===== config.mk =====
export PLATFORM = sky130hd
export DESIGN_NAME = rv32i_mem_arbiter_flat
export DESIGN_NICKNAME = d
export VERILOG_FILES = /design/src/rtl/rv32i_mem_arbiter_if.sv /design/src/rtl/rv32i_mem_arbiter.sv /design/src/flat_wrapper.sv
export SDC_FILE = /design/constraint.sdc
export NUM_CORES = 1
export LEC_CHECK = 0
export CAP_MARGIN = 20
export CORE_MARGIN = 8
export CORE_UTILIZATION = 35
export DETAILED_ROUTE_END_ITERATION = 8
export GPL_ROUTABILITY_DRIVEN = 1
export PLACE_DENSITY = 0.74
export REMOVE_ABC_BUFFERS = 1
export SYNTH_ARGS = -nofsm -noshare
export SYNTH_HDL_FRONTEND = slang
export SYNTH_SLANG_ARGS = --single-unit

===== constraint.sdc =====
create_clock -name clk -period 2 [get_ports clk]
set_input_delay 0.5 -clock clk [delete_from_list [all_inputs] [get_ports clk]]
set_output_delay 0.5 -clock clk [all_outputs]
set_load 0.03 [all_outputs]

===== src/rtl/rv32i_mem_arbiter_if.sv =====
// rtl/rv32i_mem_arbiter_if.sv - core-side and memory-side bus bundle for the rv32i memory arbiter
interface rv32i_mem_arbiter_if #(
   parameter int ADDR_W = 32,
   parameter int DATA_W = 32
);
   localparam int BE_W = DATA_W / 8;

   // instruction-fetch port
   logic              i_req;
   logic [ADDR_W-1:0] i_addr;
   logic              i_gnt;
   logic              i_rvalid;
   logic [DATA_W-1:0] i_rdata;

   // load/store port
   logic              d_req;
   logic              d_we;
   logic [BE_W-1:0]   d_be;
   logic [ADDR_W-1:0] d_addr;
   logic [DATA_W-1:0] d_wdata;
   logic              d_gnt;
   logic              d_rvalid;
   logic [DATA_W-1:0] d_rdata;
   logic              err;

   // shared memory bus
   logic              m_req;
   logic              m_we;
   logic [BE_W-1:0]   m_be;
   logic [ADDR_W-1:0] m_addr;
   logic [DATA_W-1:0] m_wdata;
   logic              m_ack;
   logic [DATA_W-1:0] m_rdata;

   logic              stall;

   // arbiter view
   modport slave (
      input  i_req, i_addr, d_req, d_we, d_be, d_addr, d_wdata, m_ack, m_rdata,
      output i_gnt, i_rvalid, i_rdata, d_gnt, d_rvalid, d_rdata, err,
      output m_req, m_we, m_be, m_addr, m_wdata, stall
   );

   // core + memory environment view
   modport master (
      output i_req, i_addr, d_req, d_we, d_be, d_addr, d_wdata, m_ack, m_rdata,
      input  i_gnt, i_rvalid, i_rdata, d_gnt, d_rvalid, d_rdata, err,
      input  m_req, m_we, m_be, m_addr, m_wdata, stall
   );
endinterface


===== src/rtl/rv32i_mem_arbiter.sv =====
// rtl/rv32i_mem_arbiter.sv - round-robin fetch/load-store arbiter onto one memory bus with timeout
module rv32i_mem_arbiter #(
   parameter int ADDR_W  = 32,
   parameter int DATA_W  = 32,
   parameter int TIMEOUT = 64
) (
   input  logic         clk,
   input  logic         rstn,
   rv32i_mem_arbiter_if.slave bus
);
   localparam int BE_W = DATA_W / 8;
   localparam logic [7:0] CNT_MAX = 8'(TIMEOUT - 1);

   typedef enum logic [1:0] {IDLE, BUSY_I, BUSY_D} state_t;

   state_t            state;
   state_t            state_next;
   logic              last_d;      // 1 when the most recent grant went to the data port
   logic [7:0]        cnt;
   logic              elig_i;
   logic              elig_d;
   logic              gnt_i;
   logic              gnt_d;
   logic              done;
   logic              tout;

   logic              m_req_q;
   logic              m_we_q;
   logic [BE_W-1:0]   m_be_q;
   logic [ADDR_W-1:0] m_addr_q;
   logic [DATA_W-1:0] m_wdata_q;
   logic              i_rvalid_q;
   logic              d_rvalid_q;
   logic [DATA_W-1:0] i_rdata_q;
   logic [DATA_W-1:0] d_rdata_q;
   logic              err_q;

   // Grant arbitration, completion/timeout detection and next state.
   // A port finishing this cycle is not re-granted in the same cycle.
   always_comb begin
      elig_i     = 1'b0;
      elig_d     = 1'b0;
      gnt_i      = 1'b0;
      gnt_d      = 1'b0;
      done       = 1'b0;
      tout       = 1'b0;
      state_next = state;
      if (rstn) begin
         case (state)
            IDLE: begin
               elig_i = bus.i_req & ~i_rvalid_q;
               elig_d = bus.d_req & ~d_rvalid_q;
               gnt_i  = elig_i & (~elig_d | last_d);
               gnt_d  = elig_d & (~elig_i | ~last_d);
               if (gnt_i)      state_next = BUSY_I;
               else if (gnt_d) state_next = BUSY_D;
            end
            BUSY_I, BUSY_D: begin
               if (bus.m_ack)           done = 1'b1;
               else if (cnt == CNT_MAX) tout = 1'b1;
               if (done || tout) state_next = IDLE;
            end
            default: state_next = IDLE;
         endcase
      end
   end

   // FSM state register.
   always_ff @(posedge clk) begin
      if (!rstn) state <= IDLE;
      else       state <= state_next;
   end

   // Memory-bus launch, watchdog counter and completion pulses.
   always_ff @(posedge clk) begin
      if (!rstn) begin
         last_d     <= 1'b0;
         cnt        <= '0;
         m_req_q    <= 1'b0;
         m_we_q     <= 1'b0;
         m_be_q     <= '0;
         m_addr_q   <= '0;
         m_wdata_q  <= '0;
         i_rvalid_q <= 1'b0;
         d_rvalid_q <= 1'b0;
         i_rdata_q  <= '0;
         d_rdata_q  <= '0;
         err_q      <= 1'b0;
      end else begin
         i_rvalid_q <= 1'b0;
         d_rvalid_q <= 1'b0;
         err_q      <= 1'b0;
         if (gnt_i) begin
            m_req_q   <= 1'b1;
            m_we_q    <= 1'b0;
            m_be_q    <= '1;
            m_addr_q  <= bus.i_addr;
            m_wdata_q <= '0;
            last_d    <= 1'b0;
            cnt       <= '0;
         end else if (gnt_d) begin
            m_req_q   <= 1'b1;
            m_we_q    <= bus.d_we;
            m_be_q    <= bus.d_be;
            m_addr_q  <= bus.d_addr;
            m_wdata_q <= bus.d_wdata;
            last_d    <= 1'b1;
            cnt       <= '0;
         end else if (done || tout) begin
            m_req_q <= 1'b0;
            cnt     <= '0;
            err_q   <= tout;
            if (state == BUSY_I) begin
               i_rvalid_q <= 1'b1;
               i_rdata_q  <= tout ? '0 : bus.m_rdata;
            end else begin
               d_rvalid_q <= 1'b1;
               d_rdata_q  <= (tout || m_we_q) ? '0 : bus.m_rdata;
            end
         end else if (state != IDLE) begin
            cnt <= cnt + 8'd1;
         end
      end
   end

   assign bus.i_gnt    = gnt_i;
   assign bus.d_gnt    = gnt_d;
   assign bus.i_rvalid = i_rvalid_q;
   assign bus.d_rvalid = d_rvalid_q;
   assign bus.i_rdata  = i_rdata_q;
   assign bus.d_rdata  = d_rdata_q;
   assign bus.err      = err_q;
   assign bus.m_req    = m_req_q;
   assign bus.m_we     = m_we_q;
   assign bus.m_be     = m_be_q;
   assign bus.m_addr   = m_addr_q;
   assign bus.m_wdata  = m_wdata_q;
   assign bus.stall    = ~rstn | (state != IDLE) | (bus.i_req & ~gnt_i) | (bus.d_req & ~gnt_d);
endmodule


===== src/flat_wrapper.sv =====
// flat-port wrapper written by rule: the top's interface ports become plain ports
module rv32i_mem_arbiter_flat 
#(
   parameter int ADDR_W  = 32,
   parameter int DATA_W  = 32,
   parameter int TIMEOUT = 64
)
  (clk, rstn, bus_i_req, bus_i_addr, bus_d_req, bus_d_we, bus_d_be, bus_d_addr, bus_d_wdata, bus_m_ack, bus_m_rdata, bus_i_gnt, bus_i_rvalid, bus_i_rdata, bus_d_gnt, bus_d_rvalid, bus_d_rdata, bus_err, bus_m_req, bus_m_we, bus_m_be, bus_m_addr, bus_m_wdata, bus_stall);
  rv32i_mem_arbiter_if #(.ADDR_W(ADDR_W), .DATA_W(DATA_W)) bus_i ();
  input  logic clk;
  input  logic rstn;
  input wire logic [$bits(bus_i.i_req)-1:0] bus_i_req;
  input wire logic [$bits(bus_i.i_addr)-1:0] bus_i_addr;
  input wire logic [$bits(bus_i.d_req)-1:0] bus_d_req;
  input wire logic [$bits(bus_i.d_we)-1:0] bus_d_we;
  input wire logic [$bits(bus_i.d_be)-1:0] bus_d_be;
  input wire logic [$bits(bus_i.d_addr)-1:0] bus_d_addr;
  input wire logic [$bits(bus_i.d_wdata)-1:0] bus_d_wdata;
  input wire logic [$bits(bus_i.m_ack)-1:0] bus_m_ack;
  input wire logic [$bits(bus_i.m_rdata)-1:0] bus_m_rdata;
  output wire logic [$bits(bus_i.i_gnt)-1:0] bus_i_gnt;
  output wire logic [$bits(bus_i.i_rvalid)-1:0] bus_i_rvalid;
  output wire logic [$bits(bus_i.i_rdata)-1:0] bus_i_rdata;
  output wire logic [$bits(bus_i.d_gnt)-1:0] bus_d_gnt;
  output wire logic [$bits(bus_i.d_rvalid)-1:0] bus_d_rvalid;
  output wire logic [$bits(bus_i.d_rdata)-1:0] bus_d_rdata;
  output wire logic [$bits(bus_i.err)-1:0] bus_err;
  output wire logic [$bits(bus_i.m_req)-1:0] bus_m_req;
  output wire logic [$bits(bus_i.m_we)-1:0] bus_m_we;
  output wire logic [$bits(bus_i.m_be)-1:0] bus_m_be;
  output wire logic [$bits(bus_i.m_addr)-1:0] bus_m_addr;
  output wire logic [$bits(bus_i.m_wdata)-1:0] bus_m_wdata;
  output wire logic [$bits(bus_i.stall)-1:0] bus_stall;
  assign bus_i.i_req = bus_i_req;
  assign bus_i.i_addr = bus_i_addr;
  assign bus_i.d_req = bus_d_req;
  assign bus_i.d_we = bus_d_we;
  assign bus_i.d_be = bus_d_be;
  assign bus_i.d_addr = bus_d_addr;
  assign bus_i.d_wdata = bus_d_wdata;
  assign bus_i.m_ack = bus_m_ack;
  assign bus_i.m_rdata = bus_m_rdata;
  assign bus_i_gnt = bus_i.i_gnt;
  assign bus_i_rvalid = bus_i.i_rvalid;
  assign bus_i_rdata = bus_i.i_rdata;
  assign bus_d_gnt = bus_i.d_gnt;
  assign bus_d_rvalid = bus_i.d_rvalid;
  assign bus_d_rdata = bus_i.d_rdata;
  assign bus_err = bus_i.err;
  assign bus_m_req = bus_i.m_req;
  assign bus_m_we = bus_i.m_we;
  assign bus_m_be = bus_i.m_be;
  assign bus_m_addr = bus_i.m_addr;
  assign bus_m_wdata = bus_i.m_wdata;
  assign bus_stall = bus_i.stall;
  rv32i_mem_arbiter #(.ADDR_W(ADDR_W), .DATA_W(DATA_W), .TIMEOUT(TIMEOUT)) u_core (.clk(clk), .rstn(rstn), .bus(bus_i));
endmodule

==> results.yml <==
clock_network:
  numCtsBuffers: 17
  root_buffer: "clkbuf_16"
  h-tree-depth: 4
  clock_path_buffers: 2
  cts_sinks: 148
  clk_latency_ns: 0.42
  cts_tree: "done"
  hold_buffers: 0
  clkTransAtPathRegs_ns: 0.06
pwr:
  p_leak_uw: 0.00444
  intPower_uw: 6210
  seqPwrFrac_pct: 37.4
  pwr-share-clk_pct: 42.3
  switching_share_pct: 27.1
  vdd_ir_drop_max_v: 0.000650
  combPwrFrac_pct: 20.3
  p_sw_uw: 2310
  power_density_nw_per_um2: 871
setup_path:
  cp_cell_sequence: "inv_2, ha_4, nand2_2, a211o_1, inv_2, buf_6"
  r2r_cells: 7
  critPathTopFamily: "flip-flops"
  crit_slowest_cell: "dfxtp_2"
  cp.buffers_inverters: 3
  worstSetupEndpointType: "output port"
  path_common_cell: "inv_2"
  rrSetupSlack_ns: 0.02
  worstSetupPathType: "reg2out"
  max_stage_delay_ns: 0.33
  rr_startpoint: "u_core.state[0]"
  required_ns: 1.50
  crit_path_start: "u_core.state[1]"
  cp_max_fo: 4
  start_kind: "register"
  cp.arrival_ns: 1.56
  worstReg2RegEnd: "u_core.bus.d_rdata[7]"
die:
  fp.dieH_um: 144
  fp.dieW_um: 144
  placementRows: 46
  die-area_um2: 20700
  initial_utilization_pct: 35.9
  coreArea_um2: 15900
  io_pins: 278
sta:
  final.setup.worst_slack_ns: -0.0569
  fin_hold_ws_ns: 0.450
  finalHoldViolations: 0
  setup_viol: 1
  finalCriticalPeriod_ns: 2.06
  rsz0062_at_grt: "yes"
  clock_skew_ns: 0.0101
  slew_violations: 0
  fmax_mhz: 486
  tightest_slew_ns: 0.581
  relSlewSlack_pct: 61.3
  fin_crit_sh_pct: 103
synthesis:
  synth_area_um2: 5720
  synth.largest_area_cell: "dfxtp_1"
  yosys_warnings: 0
  synth_edf_count: 0
  synth_cells: 637
  ys_async_sr_fraction_pct: 0
  synth_area_per_cell_um2: 8.98
  synth_area_leaders: "dfxtp_1, nand2_1, mux2i_1, a222oi_1, a21oi_1"
  ys_ff_latch: 148
  netlist.area_leader.share_pct: 51.8
  ys_top_cells_by_count: "nand2_1, dfxtp_1, mux2i_1"
  synthFlopType: "dfxtp_1"
  synth_most_common_cell: "nand2_1"
  synthDistinctLibCells: 39
  yosysSeqAreaShare_pct: 51.8
status:
  status: "finished with violations"
  violations: "negative setup slack"
grt:
  grt_max_degree: 55
  grt_pass1_wl_um: 31700
  grt_pass1_vias: 5652
  grt-ovfl-total: 0
  antenna_found_initial: 5
  grt_use_total_pct: 20.0
placement:
  place.port_buffers: 277
  dp_hpwl_um: 15300
  dp.cells: 1119
  gp_congestion: 0.807
route:
  drc: 0
  firstDrtPassIters: 7
  wire_per_inst_um: 18.4
  via_per_inst: 4.89
  wl_met3_um: 2800
  num_vias: 5661
  wl_met1_um: 8120
  wl_um: 21300
  met2_length_um: 9730
  highest_layer: "met5"
  drtIter0Drc: 373
  antenna_left: 0
cells_and_area:
  drive_above_1_share_pct: 10.6
  nets: 1070
  diodes: 0
  areaGrowthSynthToFinish_pct: 71.0
  final_cells: 1158
  fillers: 1337
min_path:
  hp-start: "u_core.bus.m_wdata[19]"
  min_to: "u_core.bus.m_wdata[19]"
  whs_path_depth: 2
  hold_class: "reg2reg"
run:
  cap_violations: 0
## cell type report
type | count | area [µm²] | area share, %
well taps | 216 | 270 | 2.76
flip-flops and latches | 148 | 2970 | 30.3
clock inverters | 13 | 219 | 2.24
clock buffers | 19 | 443 | 4.53
repair buffers | 321 | 3300 | 33.7
inverters | 7 | 26.3 | 0.269
multi-input cells | 434 | 2550 | 26.1
## logic make-up after synthesis
kind of cell	Yosys count	synth area share, %
AOI/OAI and AO/OA	87	11.4
xor gates and xnor gates	7	1.07
adders and majority gates	3	0.657
buffers and inverters	55	4.79
DFF	148	51.8
muxes	65	11.4
and+or+nand+nor	272	18.9
## how the worst max path moves through the flow
stage	endpoint	cells after the start
3_3_place_gp	u_core.bus.d_rdata[30]	7
2_1_floorplan	u_core.bus.i_rdata[0]	6
3_5_place_dp	u_core.bus.i_rdata[15]	8
5_1_grt	bus_d_gnt	6
6_report	bus_d_gnt	6
4_1_cts	bus_d_gnt	6
## power by group through the flow
stage | sequential (µW) | combinational, µW | clock (µW)
final | 3190 | 1730 | 3600
after global routing | 3200 | 1850 | 3800
after CTS | 3190 | 1740 | 3660
after detailed placement | 3250 | 1700 | 0
after global placement | 3240 | 1690 | 0
after floorplan | 3520 | 487 | 0
## sequential cells by signal, indices dropped and copies added (netlist names)
register             count
u_core.bus.d_rdata      32
u_core.bus.d_rvalid      1
u_core.bus.err           1
u_core.bus.i_rdata      32
u_core.bus.i_rvalid      1
u_core.bus.m_addr       32
u_core.bus.m_be          4
u_core.bus.m_req         1
u_core.bus.m_wdata      32
u_core.bus.m_we          1
u_core.cnt               8
u_core.last_d            1
u_core.state             2
## what timing repair did
item	CTS	global route
setup endpoints to repair	81	44
gates cloned	0	1
gates resized for setup	32	32
setup buffers	4	3
pin swaps	2	1
## placed cells by master (no fill, tap or decap), types with 3 or more instances in the layout
cell and count:
a21oi_1 38, a222oi_1 31, a31oi_1 4, buf_12 10
buf_4 34, bufinv_16 5, clkbuf_16 18, clkdlybuf4s50_1 226
clkinv_4 3, dfxtp_1 145, dfxtp_2 3, dlygate4sd2_1 16
dlymetal6s2s_1 31, inv_1 4, inv_2 3, inv_6 4
mux2i_1 64, nand2_1 210, nand3_1 5, nor2_1 43
nor2b_1 3, xnor2_1 4, xor2_1 3
## worst min-delay path: cells and delay by family (launching register included)
kind / cells / cell delay [ns]
and+or+nand+nor: 1 / 0.05
DFF: 1 / 0.30
AOI/OAI and AO/OA: 1 / 0.05
## layer usage
metal  global-route usage (%)  vias up
met4                     8.14       10
met1                     21.5     2613
met2                     31.9      244
met3                     11.2       44
met5                        0        -
li1                         -     2750
## metrics by stage
step	instance area, µm²	worst slack [ns]	TNS (ns)	utilization, %	total power [µW]
3_3_place_gp	8940	-0.394	-43.06	56.1	4930
5_1_grt	9780	-0.117	-0.155	61.3	8850
3_5_place_dp	8940	-0.427	-45.13	56.1	4950
2_1_floorplan	5470	-2.93	-178.07	-	4010
4_1_cts	9650	-0.0601	-0.0601	60.5	8590
6_report	9780	-0.0569	-0.0569	61.3	8520
Note: power is estimated with default switching activity, not from simulation.
